**config.mk**
```make
export PLATFORM = sky130hd
export DESIGN_NAME = wb_slave_bus_monitor
export DESIGN_NICKNAME = d
export VERILOG_FILES = /design/src/rtl/wb_slave_bus_monitor.sv
export SDC_FILE = /design/constraint.sdc
export NUM_CORES = 1
export LEC_CHECK = 0
export ABC_AREA = 0
export CELL_PAD_IN_SITES_DETAIL_PLACEMENT = 1
export CELL_PAD_IN_SITES_GLOBAL_PLACEMENT = 2
export CORE_MARGIN = 8
export CORE_UTILIZATION = 25
export CTS_CLUSTER_SIZE = 12
export DETAILED_ROUTE_END_ITERATION = 12
export GPL_ROUTABILITY_DRIVEN = 0
export HOLD_SLACK_MARGIN = 0.06
export PLACE_DENSITY = 0.69
export SETUP_SLACK_MARGIN = 0.1
export SLEW_MARGIN = 20
export SYNTH_ARGS = -nofsm -noshare
export SYNTH_HDL_FRONTEND = slang
export SYNTH_SLANG_ARGS = --single-unit
```
**constraint.sdc**
```tcl
create_clock -name i_clk -period 2.8 [get_ports i_clk]
set_input_delay 0.42 -clock i_clk [delete_from_list [all_inputs] [get_ports i_clk]]
set_output_delay 0.42 -clock i_clk [all_outputs]
set_load 0.01 [all_outputs]
```
**src/rtl/wb_slave_bus_monitor.sv**
```systemverilog
// Passive Wishbone B4 pipelined-bus monitor.
// Counts requests and responses, checks the master and slave handshake rules
// on every clock, and records sticky fault flags together with the first
// violation code. It only observes the bus and never drives it.
module wb_slave_bus_monitor #(
    parameter int AW                   = 30,
    parameter int DW                   = 32,
    parameter int F_LGDEPTH            = 4,
    parameter int F_MAX_STALL          = 0,
    parameter int F_MAX_ACK_DELAY      = 0,
    parameter int F_MAX_REQUESTS       = 0,
    parameter int F_OPT_RMW_BUS_OPTION = 1,
    parameter int F_OPT_DISCONTINUOUS  = 1,
    parameter int F_OPT_MINCLOCK_DELAY = 1
) (
    input  logic                 i_clk,
    input  logic                 i_reset,
    input  logic                 i_wb_cyc,
    input  logic                 i_wb_stb,
    input  logic                 i_wb_we,
    input  logic [AW-1:0]        i_wb_addr,
    input  logic [DW-1:0]        i_wb_data,
    input  logic [DW/8-1:0]      i_wb_sel,
    input  logic                 i_wb_ack,
    input  logic                 i_wb_stall,
    input  logic                 i_wb_err,
    input  logic [DW-1:0]        i_wb_idata,
    output logic [F_LGDEPTH-1:0] f_nreqs,
    output logic [F_LGDEPTH-1:0] f_nacks,
    output logic [F_LGDEPTH-1:0] f_outstanding,
    output logic                 o_master_fault,
    output logic                 o_slave_fault,
    output logic [3:0]           o_fault_code
);

    // Stall and ack-delay timers saturate, so a wide enough fixed width is safe.
    localparam int TW = 16;
    localparam logic [TW-1:0]        MAX_STALL_T = TW'(F_MAX_STALL);
    localparam logic [TW-1:0]        MAX_DELAY_T = TW'(F_MAX_ACK_DELAY);
    localparam logic [F_LGDEPTH:0]   MAX_REQ_W   = (F_LGDEPTH+1)'(F_MAX_REQUESTS);
    localparam logic [F_LGDEPTH-1:0] CNT_MAX     = '1;

    logic [F_LGDEPTH-1:0] nreqs_q, nreqs_d, nacks_q, nacks_d;
    logic                 past_valid_q, past_valid_d;
    logic                 past_cyc_q, past_cyc_d;
    logic                 past_stb_q, past_stb_d;
    logic                 past_stall_q, past_stall_d;
    logic                 past_err_q, past_err_d;
    logic                 past_we_q, past_we_d;
    logic [AW-1:0]        past_addr_q, past_addr_d;
    logic [DW-1:0]        past_data_q, past_data_d;
    logic [DW/8-1:0]      past_sel_q, past_sel_d;
    logic                 cyc_we_q, cyc_we_d;
    logic                 cyc_we_valid_q, cyc_we_valid_d;
    logic                 stb_seen_q, stb_seen_d;
    logic                 stb_dropped_q, stb_dropped_d;
    logic                 idle_q, idle_d;
    logic [TW-1:0]        stall_cnt_q, stall_cnt_d;
    logic [TW-1:0]        delay_cnt_q, delay_cnt_d;
    logic                 master_fault_q, master_fault_d;
    logic                 slave_fault_q, slave_fault_d;
    logic [3:0]           fault_code_q, fault_code_d;

    logic                 req, resp, stalled, idle_now, waiting;
    logic [F_LGDEPTH:0]   nreqs_next_w;
    logic [15:1]          viol, viol_m;
    logic [3:0]           first_code;
    logic                 unused_idata;

    // Read data carries no protocol information for this monitor.
    assign unused_idata  = ^i_wb_idata;
    assign f_outstanding = nreqs_q - nacks_q;

    // Counters, history of the previous clock and the rule checks.
    always_comb begin
        req          = i_wb_cyc & i_wb_stb & ~i_wb_stall;
        resp         = i_wb_cyc & (i_wb_ack | i_wb_err);
        stalled      = i_wb_cyc & i_wb_stb & i_wb_stall;
        idle_now     = i_wb_cyc & ~i_wb_stb & (f_outstanding == '0);
        waiting      = (f_outstanding != '0) & ~resp;
        nreqs_next_w = {1'b0, nreqs_q} + (F_LGDEPTH+1)'(req);

        // An error or a dropped cycle abandons all pending transfers.
        if (!i_wb_cyc || i_wb_err) begin
            nreqs_d = '0;
            nacks_d = '0;
        end else begin
            nreqs_d = nreqs_q + F_LGDEPTH'(req);
            nacks_d = nacks_q + F_LGDEPTH'(resp);
        end

        past_valid_d = 1'b1;
        past_cyc_d   = i_wb_cyc;
        past_stb_d   = i_wb_stb;
        past_stall_d = i_wb_stall;
        past_err_d   = i_wb_err;
        past_we_d    = i_wb_we;
        past_addr_d  = i_wb_addr;
        past_data_d  = i_wb_data;
        past_sel_d   = i_wb_sel;

        cyc_we_valid_d = i_wb_cyc & (cyc_we_valid_q | i_wb_stb);
        cyc_we_d       = (i_wb_cyc & i_wb_stb) ? i_wb_we : cyc_we_q;
        stb_seen_d     = i_wb_cyc & (stb_seen_q | i_wb_stb);
        stb_dropped_d  = i_wb_cyc & (stb_dropped_q | (stb_seen_q & ~i_wb_stb));
        idle_d         = idle_now;

        if (!stalled)
            stall_cnt_d = '0;
        else if (stall_cnt_q == '1)
            stall_cnt_d = stall_cnt_q;
        else
            stall_cnt_d = stall_cnt_q + 1'b1;

        if (!waiting)
            delay_cnt_d = '0;
        else if (delay_cnt_q == '1)
            delay_cnt_d = delay_cnt_q;
        else
            delay_cnt_d = delay_cnt_q + 1'b1;

        viol     = '0;
        viol[1]  = i_wb_stb & ~i_wb_cyc;
        viol[2]  = past_cyc_q & past_stb_q & past_stall_q & i_wb_cyc & ~i_wb_stb;
        viol[3]  = past_cyc_q & past_stb_q & past_stall_q & i_wb_cyc & i_wb_stb &
                   ((i_wb_addr != past_addr_q) || (i_wb_we != past_we_q) ||
                    (i_wb_sel != past_sel_q) || (i_wb_we && (i_wb_data != past_data_q)));
        viol[4]  = i_wb_cyc & i_wb_stb & cyc_we_valid_q & (i_wb_we != cyc_we_q);
        viol[5]  = (F_OPT_DISCONTINUOUS == 0) & i_wb_cyc & i_wb_stb & stb_dropped_q;
        viol[6]  = (F_MAX_REQUESTS != 0) & req & (nreqs_next_w > MAX_REQ_W);
        viol[7]  = (req & (nreqs_q == CNT_MAX)) | (resp & (nacks_q == CNT_MAX));
        viol[8]  = past_cyc_q & past_err_q & i_wb_cyc;
        viol[9]  = (F_OPT_RMW_BUS_OPTION == 0) & idle_now & idle_q;
        viol[10] = i_wb_ack & i_wb_err;
        viol[11] = (i_wb_ack | i_wb_err) & ~i_wb_cyc & ~past_cyc_q;
        viol[12] = resp & (f_outstanding == '0) & ((F_OPT_MINCLOCK_DELAY != 0) | ~req);
        viol[13] = (F_MAX_STALL != 0) & stalled & (stall_cnt_q >= MAX_STALL_T);
        viol[14] = (F_MAX_ACK_DELAY != 0) & waiting & (delay_cnt_q >= MAX_DELAY_T);
        viol[15] = nacks_q > nreqs_q;

        // Nothing is checked on the first clock after reset: history is invalid.
        viol_m = past_valid_q ? viol : '0;

        first_code = 4'd0;
        for (int i = 15; i >= 1; i--) begin
            if (viol_m[i])
                first_code = 4'(i);
        end

        master_fault_d = master_fault_q | (|viol_m[9:1]);
        slave_fault_d  = slave_fault_q  | (|viol_m[15:10]);
        fault_code_d   = fault_code_q;
        if (!master_fault_q && !slave_fault_q && (|viol_m))
            fault_code_d = first_code;
    end

    // All monitor state; reset wipes everything, aborting any open bus cycle.
    always_ff @(posedge i_clk or posedge i_reset) begin
        if (i_reset) begin
            nreqs_q        <= '0;
            nacks_q        <= '0;
            past_valid_q   <= 1'b0;
            past_cyc_q     <= 1'b0;
            past_stb_q     <= 1'b0;
            past_stall_q   <= 1'b0;
            past_err_q     <= 1'b0;
            past_we_q      <= 1'b0;
            past_addr_q    <= '0;
            past_data_q    <= '0;
            past_sel_q     <= '0;
            cyc_we_q       <= 1'b0;
            cyc_we_valid_q <= 1'b0;
            stb_seen_q     <= 1'b0;
            stb_dropped_q  <= 1'b0;
            idle_q         <= 1'b0;
            stall_cnt_q    <= '0;
            delay_cnt_q    <= '0;
            master_fault_q <= 1'b0;
            slave_fault_q  <= 1'b0;
            fault_code_q   <= 4'd0;
        end else begin
            nreqs_q        <= nreqs_d;
            nacks_q        <= nacks_d;
            past_valid_q   <= past_valid_d;
            past_cyc_q     <= past_cyc_d;
            past_stb_q     <= past_stb_d;
            past_stall_q   <= past_stall_d;
            past_err_q     <= past_err_d;
            past_we_q      <= past_we_d;
            past_addr_q    <= past_addr_d;
            past_data_q    <= past_data_d;
            past_sel_q     <= past_sel_d;
            cyc_we_q       <= cyc_we_d;
            cyc_we_valid_q <= cyc_we_valid_d;
            stb_seen_q     <= stb_seen_d;
            stb_dropped_q  <= stb_dropped_d;
            idle_q         <= idle_d;
            stall_cnt_q    <= stall_cnt_d;
            delay_cnt_q    <= delay_cnt_d;
            master_fault_q <= master_fault_d;
            slave_fault_q  <= slave_fault_d;
            fault_code_q   <= fault_code_d;
        end
    end

    assign f_nreqs        = nreqs_q;
    assign f_nacks        = nacks_q;
    assign o_master_fault = master_fault_q;
    assign o_slave_fault  = slave_fault_q;
    assign o_fault_code   = fault_code_q;

endmodule

```
==> impl_metrics.py <==
metrics = {
    "drt": {
        "drcViolationCount": 0,
        "viasPerCell": 4.22,
        "wirelength_um": 8510,
        "wl_per_cell_um": 14.8,
        "num_vias": 2428,
        "drtIter0Drc": 51,
        "drt_first_pass_iters": 4,
        "ant_nets": 0,
    },
    "cells_and_area": {
        "regArea_mm2": 0.00220,
        "layout_commonest_cell": "clkdlybuf4s50_1",
        "area_delta_synth_final_pct": 41.6,
        "mostFrequentLayoutCells": "clkdlybuf4s50_1, dfrtp_1, xnor2_1",
        "drive_above_1_share_pct": 9.44,
        "multi_input_area_mm2": 0.00140,
        "fill_cells": 1534,
        "diodes": 0,
        "fin_nets": 503,
    },
    "setup_path": {
        "arrival_ns": 2.77,
        "critPathKind": "reg -> reg",
        "cp-start-kind": "flip-flop",
        "path_cells": "inv_1 -> ha_1 -> inv_1 -> fa_1 -> xor2_1 -> nor4_2 -> a21oi_1 -> nand4_2 -> o21a_1 -> mux2_4",
        "crit_fanout": 4,
        "worst_ep_required_time_ns": 3.02,
        "critPathMaxStageDelay_ns": 0.42,
        "path_common_cell": "inv_1",
        "critPathCaptureType": "flip-flop",
        "crit_slowest_cell": "dfrtp_1",
    },
    "status": {
        "status": "complete, no violations",
    },
    "timing": {
        "fmax_mhz": 392,
        "slew_violations": 0,
        "fin_crit_ns": 2.55,
        "hold_violations": 0,
        "setup_viol": 0,
        "setup_tns_ns": 0,
        "final.period_utilization_pct": 91.2,
        "finClkSkew_ns": 0.00540,
        "rsz0062_at_grt": "yes",
    },
    "logic_synthesis": {
        "synth-edff-count": 0,
        "yosysTopAreaCell": "dfrtp_1",
        "synth-seq-cells": 88,
        "synth_warnings": 0,
        "ys_types": 42,
        "syn_avg_cell_area_um2": 13.0,
        "ys_top_cells_by_area": "dfrtp_1, xnor2_1, xor2_1",
        "syn-num-nets": 396,
        "ys_async_sr_fraction_pct": 100,
        "syn_area_mm2": 0.00365,
        "synth_seq_area_share_pct": 60.4,
        "synth-main-ff-cell": "dfrtp_1",
        "synth.top_cell.area_share_pct": 60.4,
        "syn_inst": 281,
    },
    "clock_network": {
        "cts_tree": "built",
        "cts_sinks": 88,
        "clk_path_buf_depth": 2,
        "numCtsBuffers": 9,
        "htree_levels": 3,
        "clock_latency_ns": 0.34,
        "clk_pin_slew_ns": 0.06,
        "cts_root_buf": "clkbuf_16",
    },
    "global_routing": {
        "grt_usage_pct": 9.82,
        "antenna_found_initial": 0,
        "grt_pass1_vias": 2768,
        "overflow": 0,
        "grt_pass1_wl_um": 14100,
        "grt_max_degree": 89,
    },
    "die": {
        "io_pins": 124,
        "die_area_mm2": 0.0187,
        "initial_core_util_pct": 25.4,
        "die_w_um": 137,
        "rows": 44,
        "coreArea_mm2": 0.0144,
        "die_height_um": 137,
    },
    "worst_hold_path": {
        "hold_path.class": "reg -> reg",
    },
    "power": {
        "fin_total_pwr_mw": 3.03,
        "p_leak_nw": 2.11,
        "ir_worst_vdd_mv": 0.271,
        "p_per_area_mw_per_mm2": 586,
    },
    "run": {
        "maxCapViolCount": 0,
    },
    "placement": {
        "numPortBuffers": 91,
        "dp_hpwl_um": 6600,
    },
}
## registers in the layout, summed over array words and instances, names as in the netlist
register and cells:
past_data_q 32, past_addr_q 30, f_nacks 4, f_nreqs 4, o_fault_code 4, past_sel_q 4
cyc_we_q 1, cyc_we_valid_q 1, o_master_fault 1, o_slave_fault 1, past_cyc_q 1, past_err_q 1
past_stall_q 1, past_stb_q 1, past_valid_q 1, past_we_q 1
## what timing repair did
item / CTS / global route
endpoints found under the hold margin: 0 / 0
buffers inserted: 0 / 0
gates resized for setup: 0 / 3
setup endpoints to repair: 0 / 3
hold buffers: 0 / 0
## critical path: cells and delay by family (launching register included)
kind,cells,cell delay [ns]
fa+ha+maj,2,0.55
mux,1,0.30
buf+inv,2,0.12
xor+xnor,1,0.23
flops,1,0.42
compound gates,2,0.56
simple gates,2,0.26
## worst paths after layout
kind / end / from / cells past startpoint / slack (ns)
max: o_fault_code[0] / f_nreqs[0] / 10 / 0.25
min: cyc_we_valid_q / cyc_we_valid_q / 1 / 0.49
max reg2reg: o_fault_code[0] / f_nreqs[0] / 10 / 0.25
min reg2reg: cyc_we_valid_q / cyc_we_valid_q / 1 / 0.49
max in group asynchronous: f_nacks[2] / i_reset / 3 / 1.90
min in group asynchronous: past_addr_q[8] / i_reset / 3 / 0.50
## cell usage after synthesis, types with 2 or more instances
cell / n
dfrtp_1: 88
xnor2_1: 40
xor2_1: 34
nand4_1: 13
inv_1: 12
nor2_1: 10
nor4_1: 10
nand2_1: 9
ha_1: 8
and2_1: 6
a31oi_1: 5
nand3_1: 4
nand3b_1: 4
a21oi_1: 2
a21oi_2: 2
and4_1: 2
nand2b_1: 2
o211ai_1: 2
o21a_1: 2
o21ai_0: 2
o21ai_2: 2
o22ai_1: 2
## metal layers
layer	GRT usage (%)	vias up	share of wire, %
met5	0	-	0
met3	4.44	5	6.7
met4	3.29	0	1.0
met1	11.4	1194	44
li1	-	1170	-
met2	15.7	59	49
## cell families after synthesis
group | after synthesis | synth area share [%]
mux | 2 | 0.721
flops | 88 | 60.4
xor+xnor | 74 | 17.8
fa+ha+maj | 10 | 3.60
buf+inv | 13 | 1.37
simple gates | 70 | 11.5
other cells | 1 | 0.103
compound gates | 23 | 4.56
## cell type report
| class | instances | area share, % |
|---|---|---|
| Clock buffer | 10 | 4.44 |
| Sequential cell | 88 | 42.7 |
| Inverter | 12 | 0.897 |
| Timing Repair Buffer | 97 | 18.8 |
| Tap cell | 184 | 4.46 |
| Multi-Input combinational cell | 180 | 27.1 |
| Clock inverter | 5 | 1.58 |
## power by group
part	internal, mW	switching (mW)	leakage, nW	total [mW]
combinational	0.222	0.152	0.920	0.374
clock	0.779	0.492	0.149	1.27
sequential	1.34	0.0372	1.04	1.38
total	2.34	0.682	2.11	3.03
## per-stage QoR
stage	instances	setup slack, ns	hold slack (ns)	cell area [um^2]	utilization (%)
finish	576	0.246	0.486	5160	35.9
floorplan	281	0.101	0.451	3650	-
detailed placement	561	0.0401	0.473	4840	33.7
CTS	576	0.108	0.490	5150	35.8
global route	576	0.0876	0.515	5160	35.9
global placement	561	0.0569	0.463	4840	33.7
Note: power is estimated with default switching activity, not from simulation.
